==> src/rtl/host_run_ctrl.sv <==
// Host-side initiator for the core run handshake: loads operands into data memory,
// pulses core reset, issues req, waits for done under a timeout and streams results back.
module host_run_ctrl #(
    parameter int DW        = 8,
    parameter int AW        = 8,
    parameter int N_LOAD    = 4,
    parameter int LOAD_BASE = 0,
    parameter int N_RES     = 2,
    parameter int RES_BASE  = 64,
    parameter int TIMEOUT   = 4096,
    parameter int CW        = 16
) (
    input  logic          clk,
    input  logic          reset,
    input  logic          start,
    input  logic          op_valid,
    input  logic [DW-1:0] op_data,
    output logic          op_ready,
    output logic          mem_wr_en,
    output logic [AW-1:0] mem_addr,
    output logic [DW-1:0] mem_wr_data,
    input  logic [DW-1:0] mem_rd_data,
    output logic          core_reset,
    output logic          core_req,
    input  logic          core_done,
    output logic          res_valid,
    output logic [DW-1:0] res_data,
    output logic          busy,
    output logic          run_done,
    output logic          timeout_err,
    output logic [CW-1:0] cycle_count
);

    typedef enum logic [2:0] {
        S_IDLE,
        S_LOAD,
        S_CRST,
        S_REQ,
        S_RUN,
        S_READ,
        S_ERR
    } state_t;

    localparam logic [AW-1:0] LOAD_LAST   = AW'(N_LOAD - 1);
    localparam logic [AW-1:0] RES_LAST    = AW'(N_RES - 1);
    localparam logic [AW-1:0] LOAD_BASE_A = AW'(LOAD_BASE);
    localparam logic [AW-1:0] RES_BASE_A  = AW'(RES_BASE);
    localparam logic [AW-1:0] CRST_LAST   = AW'(1);
    localparam logic [CW-1:0] TIMEOUT_C   = CW'(TIMEOUT);

    state_t        state_q, state_d;
    logic [AW-1:0] idx_q, idx_d;
    logic [CW-1:0] cycle_count_q, cycle_count_d;
    logic [CW-1:0] count_inc;
    logic          timeout_err_q, timeout_err_d;
    logic          run_done_q, run_done_d;

    assign count_inc = cycle_count_q + CW'(1);

    always_ff @(posedge clk or posedge reset) begin
        if (reset) begin
            state_q       <= S_IDLE;
            idx_q         <= '0;
            cycle_count_q <= '0;
            timeout_err_q <= 1'b0;
            run_done_q    <= 1'b0;
        end else begin
            state_q       <= state_d;
            idx_q         <= idx_d;
            cycle_count_q <= cycle_count_d;
            timeout_err_q <= timeout_err_d;
            run_done_q    <= run_done_d;
        end
    end

    // idx is shared: operand index in LOAD, reset-pulse length in CRST, result index in READ.
    always_comb begin
        state_d       = state_q;
        idx_d         = idx_q;
        cycle_count_d = cycle_count_q;
        timeout_err_d = timeout_err_q;
        run_done_d    = 1'b0;
        case (state_q)
            S_IDLE: begin
                if (start) begin
                    cycle_count_d = '0;
                    timeout_err_d = 1'b0;
                    idx_d         = '0;
                    state_d       = S_LOAD;
                end
            end
            S_LOAD: begin
                if (op_valid) begin
                    if (idx_q == LOAD_LAST) begin
                        idx_d   = '0;
                        state_d = S_CRST;
                    end else begin
                        idx_d = idx_q + AW'(1);
                    end
                end
            end
            S_CRST: begin
                if (idx_q == CRST_LAST) begin
                    idx_d   = '0;
                    state_d = S_REQ;
                end else begin
                    idx_d = idx_q + AW'(1);
                end
            end
            S_REQ: begin
                state_d = S_RUN;
            end
            // A done arriving on the timeout cycle still counts as a normal finish.
            S_RUN: begin
                cycle_count_d = count_inc;
                if (core_done) begin
                    idx_d   = '0;
                    state_d = S_READ;
                end else if (count_inc == TIMEOUT_C) begin
                    timeout_err_d = 1'b1;
                    state_d       = S_ERR;
                end
            end
            S_READ: begin
                if (idx_q == RES_LAST) begin
                    idx_d      = '0;
                    run_done_d = 1'b1;
                    state_d    = S_IDLE;
                end else begin
                    idx_d = idx_q + AW'(1);
                end
            end
            S_ERR: begin
                state_d = S_IDLE;
            end
            default: begin
                state_d = S_IDLE;
            end
        endcase
    end

    // The memory port belongs to the core except while operands are being loaded.
    always_comb begin
        op_ready    = 1'b0;
        mem_wr_en   = 1'b0;
        mem_addr    = '0;
        mem_wr_data = '0;
        core_reset  = 1'b0;
        core_req    = 1'b0;
        res_valid   = 1'b0;
        res_data    = '0;
        busy        = (state_q != S_IDLE);
        case (state_q)
            S_IDLE: begin
                core_reset = 1'b1;
            end
            S_LOAD: begin
                op_ready = 1'b1;
                mem_addr = LOAD_BASE_A + idx_q;
                if (op_valid) begin
                    mem_wr_en   = 1'b1;
                    mem_wr_data = op_data;
                end
            end
            S_CRST: begin
                core_reset = 1'b1;
            end
            S_REQ: begin
                core_req = 1'b1;
            end
            S_READ: begin
                mem_addr  = RES_BASE_A + idx_q;
                res_valid = 1'b1;
                res_data  = mem_rd_data;
            end
            S_ERR: begin
                core_reset = 1'b1;
            end
            default: begin
                core_reset = 1'b0;
            end
        endcase
    end

    assign run_done    = run_done_q;
    assign timeout_err = timeout_err_q;
    assign cycle_count = cycle_count_q;

endmodule

==> config.mk <==
export PLATFORM = sky130hd
export DESIGN_NAME = host_run_ctrl
export DESIGN_NICKNAME = d
export VERILOG_FILES = /design/src/rtl/host_run_ctrl.sv
export SDC_FILE = /design/constraint.sdc
export NUM_CORES = 1
export LEC_CHECK = 0
export BUFFER_PORTS_ARGS = -buffer_cell sky130_fd_sc_hd__buf_4
export CAP_MARGIN = 10
export CORE_ASPECT_RATIO = 0.7
export CORE_MARGIN = 2
export CORE_UTILIZATION = 47
export CTS_CLUSTER_SIZE = 10
export DETAILED_ROUTE_END_ITERATION = 8
export HOLD_SLACK_MARGIN = 0.15
export PLACE_DENSITY = 0.81
export SETUP_SLACK_MARGIN = 0.4
export SYNTH_ARGS = -nofsm -noshare
export SYNTH_HDL_FRONTEND = slang
export SYNTH_SLANG_ARGS = --single-unit
==> constraint.sdc <==
create_clock -name clk -period 1.7 [get_ports clk]
set_input_delay 0.085 -clock clk [delete_from_list [all_inputs] [get_ports clk]]
set_output_delay 0.085 -clock clk [all_outputs]
set_load 0.05 [all_outputs]
==> flow_summary.ini, run 1 <==
[status]
status = did not finish
stop_stage = global routing (5_1_grt)
stop_error = [ERROR DPL-0038] Utilization greater than 100%, impossible to legalize

[floorplanning]
num_rows = 20
die_x_microns = 85.88
top_level_ports = 69
initial_core_util_pct = 49.80
die_h_microns = 61.32

[placement]
dp_cells = 423
portBuffers = 68
dpl.hpwl_mm = 5.193
place.gp.congestion = 0.8734
placed_area_sq_um = 3302
preCtsSetupSlack_ns = -0.1412

[synthesis]
synth.avg_cell_area_sq_um = 8.293
synthTopCellsByArea = dfrtp_1 (33%), o21ai_0 (5.7%), and2_1 (5.4%)
synth_seq_area_share_pct = 32.90
synth_common_cells = dfrtp_1 (29), o21ai_0 (25), nor2_1 (24)
yosysMostFrequentCell = dfrtp_1
synth_top_area_share_pct = 32.90
synthCells = 266
yosys_warnings = 0
ys_types = 54
synth_async_sr_flop_share_pct = 100.0
syn-num-nets = 292
synthFlopType = dfrtp_1
synth-seq-cells = 29
post-synth-top-area-cell = dfrtp_1
synth_area_sq_um = 2206
synth-edff-count = 0

[cts]
htreeDepth = 2
clock_path_buffers = 2
cts_buffers = 5
cts-root-buf = clkbuf_8
numClockSinks = 29

[sta]
grt_repair_worst_endpoint = idx_q[0]$_DFFE_PP0P_/D
endpoint_type = sequential cell input

[global_route]
grt_max_degree = 30
## cells by family after synthesis
family                     synth area share (%)
and+or+nand+nor                           31.93
AOI/OAI and AO/OA                         21.78
adders and majority gates                 2.836
muxes                                     2.439
buffers and inverters                     5.729
xor gates and xnor gates                  2.383
DFF                                       32.90
## metrics by stage
| stage | hold WS (ns) | TNS, ns |
|---|---|---|
| after detailed placement | 0.1864 | -0.9450 |
| after floorplan | 0.1622 | -1.254 |
| after CTS | 0.1716 | -0.8319 |
| after global placement | 0.1895 | -0.3440 |
## repair_timing
item,in CTS
endpoints found under the setup margin,59
endpoints found under the hold margin,29
gates resized for setup,148
setup buffers,31
pin swaps,54
hold buffers,1
gates cloned,5
==> inputs of run 2 (changes only) <==
==> config.mk (replaced) <==
export PLATFORM = sky130hd
export DESIGN_NAME = host_run_ctrl
export DESIGN_NICKNAME = d
export VERILOG_FILES = /design/src/rtl/host_run_ctrl.sv
export SDC_FILE = /design/constraint.sdc
export NUM_CORES = 1
export LEC_CHECK = 0
export BUFFER_PORTS_ARGS = -buffer_cell sky130_fd_sc_hd__buf_4
export CAP_MARGIN = 10
export CORE_MARGIN = 2
export CORE_UTILIZATION = 40
export DETAILED_ROUTE_END_ITERATION = 8
export PLACE_DENSITY_LB_ADDON = 0.15
export SYNTH_ARGS = -nofsm -noshare
export SYNTH_HDL_FRONTEND = slang
export SYNTH_SLANG_ARGS = --single-unit
==> constraint.sdc (replaced) <==
create_clock -name clk -period 2.21 [get_ports clk]
set_input_delay 0.1105 -clock clk [delete_from_list [all_inputs] [get_ports clk]]
set_output_delay 0.1105 -clock clk [all_outputs]
set_load 0.05 [all_outputs]
==> flow_summary.ini, run 2 <==
[setup_path]
crit_type = register to register
reg2reg_slack_ns = 0.22
rr_endpoint = state_q[1]
worstSetupEndpointType = register
critical-path-max-stage-delay_ns = 0.43
crit_fanout = 8
start_kind = register
worst_ep_required_time_ns = 2.41
crit_arrival_ns = 2.19
path_cells = ha_2, nand4_2, nor4_1, xnor2_1, nor4b_4, nand4_1, a31oi_1
critPathSlowestCell = dfrtp_2
reg2reg_from = cycle_count[0]
reg2regPathDepth = 7

[synthesis]
synth_seq_area_share_pct = 32.90
syn-num-nets = 292
synth-simple-area-share_pct = 31.93
synth-seq-cells = 29
synth.avg_cell_area_sq_um = 8.293
synth_adder_area_share_pct = 2.836
yosysMostFrequentCell = dfrtp_1
post-synth-top-area-cell = dfrtp_1
synth_area_sq_um = 2206
synth_top_area_share_pct = 32.90
synth-edff-count = 0
synth_async_sr_flop_share_pct = 100.0
synthCells = 266
ys_types = 54
synth_xor_area_share_pct = 2.382
synthTopCellsByArea = dfrtp_1 (33%), o21ai_0 (5.7%), and2_1 (5.4%)
synth_common_cells = dfrtp_1 (29), o21ai_0 (25), nor2_1 (24)
synth_top_family_by_area = simple AND/OR/NAND/NOR gates
muxShareOfSynthArea_pct = 2.439
yosys_warnings = 0
synth-compound-area-share_pct = 21.78
synthFlopType = dfrtp_1

[sta]
hold_viol = 0
tightest_slew_ns = 0.6136
fmax_ghz = 0.5018
finClkSkew_ns = 0.003517
fin_crit_sh_pct = 90.17
fin_ws_ns = 0.2171
setup_viol = 0
slew_headroom_pct = 59.00
fin_crit_ns = 1.993
setup_tns_ns = 0
rsz0062_at_grt = false
report.final.slew_viol_count = 0

[floorplanning]
die_h_microns = 78.26
initial_core_util_pct = 40.81
die_x_microns = 78.26
num_rows = 27
top_level_ports = 69
core_region_area_sq_um = 5405
dieArea_sq_um = 6125

[detailed_routing]
viasPerCell = 5.318
drc = 0
vias = 2207
routed_wl_mm = 5.876
ant_nets = 0
drt_iter0_drc = 84
avgRoutedWirePerCell_microns = 14.16
first_pass_iters = 4

[cells_and_area]
syn_to_final_growth_pct = 34.83
n_antenna_cell = 0
final_common_cell = buf_4
layout_common_cells = buf_4 (86), dfrtp_1 (27), o21ai_0 (25)
drive_gt1_share_pct = 32.65
fin_cells = 415
nets = 368
largest_register_ffs = 16
utilization_pct = 55.02

[worst_hold_path]
min_to = state_q[1]
hp-class = primary input to register
hold_path_depth = 3
hold_start = core_done

[cts]
clk-insertion-delay-late_ns = 0.28
postCtsSetupRepairBufs = 0
cts_buffers = 5
cts_tree = done
cts-root-buf = clkbuf_8
path_clk_slew_ns = 0.06
htreeDepth = 2
clock_path_buffers = 2
numClockSinks = 29

[global_route]
first_global_vias = 2016
antenna_found_initial = 0
grt_max_degree = 30
grt_pass1_wl_mm = 9.901
grt-ovfl-total = 0
grt_usage_pct = 20.11

[placement]
dpl.hpwl_mm = 4.331
preCtsSetupSlack_ns = 0.1366
portBuffers = 68
place.gp.congestion = 0.8319
dp_cells = 406

[power_and_ir_drop]
ir_drop_mv = 0.8024
power.density_nw_per_um2 = 997.9
p_leak_nw = 1.466

[job]
cap_violations = 0

[status]
status = complete, no violations
## run 2: kinds of logic (layout without fill, tap and decap cells)
family,count (synthesis),count (layout)
AND/OR/NAND/NOR,122,122
AO/OA/AOI/OAI,74,74
flip-flops,29,29
buffers and inverters,25,102
XOR/XNOR,6,6
adder cells (fa/ha/maj),5,5
multiplexers,5,5
## run 2: how the worst max path moves through the flow
stage                               from        endpoint
final                     cycle_count[0]      state_q[1]
after detailed placement  cycle_count[0]      state_q[1]
after global routing      cycle_count[0]      state_q[1]
after floorplan               state_q[1]  mem_wr_data[0]
after CTS                 cycle_count[0]      state_q[1]
after global placement    cycle_count[0]      state_q[1]
## run 2: report_power, final
| group | internal (mW) | switching (mW) |
|---|---|---|
| Clock | 0.281 | 0.211 |
| Sequential | 0.588 | 0.0902 |
| Combinational | 0.621 | 1.18 |
| Total | 1.49 | 1.48 |
## run 2: final cells by class
cell class / instances / area [sq um]
timing repair buffer: 87 / 655.6
sequential: 29 / 728.2
clock buffer: 7 / 96.34
clock inverter: 1 / 5.005
inverter: 7 / 26.28
multi-input combinational: 212 / 1373
fill: 531 / 2431
tap: 72 / 90.09
## run 2: per-stage QoR
stage | power [mW] | instance area (sq um) | hold WS, ns
after global routing | 3.175 | 2974 | 0.2251
after detailed placement | 2.471 | 2844 | 0.2305
after floorplan | 1.950 | 2208 | 0.1885
after global placement | 2.450 | 2844 | 0.2209
final | 2.968 | 2974 | 0.1920
after CTS | 2.975 | 2955 | 0.1924
## run 2: critical path: cells and delay by family (launching register included)
| family | cells | cell delay, ns |
|---|---|---|
| AO/OA/AOI/OAI | 1 | 0.19 |
| XOR/XNOR | 1 | 0.17 |
| flip-flops | 1 | 0.43 |
| AND/OR/NAND/NOR | 4 | 0.86 |
| adder cells (fa/ha/maj) | 1 | 0.27 |
## run 2: repair_timing
action	in CTS	in global routing
hold buffers	1	0
resized for setup	0	4
hold endpoints to repair	29	0
endpoints found under the setup margin	0	8
## run 2: per-layer routing
| layer | vias up | part of all wire, % | GRT usage, % |
|---|---|---|---|
| met5 | - | 0 | 0 |
| met4 | 0 | 0.94 | 4.737 |
| met3 | 7 | 6.2 | 5.402 |
| met2 | 63 | 47 | 33.88 |
| met1 | 1030 | 46 | 25.72 |
| li1 | 1107 | - | - |
Note: power is estimated with default switching activity, not from simulation.
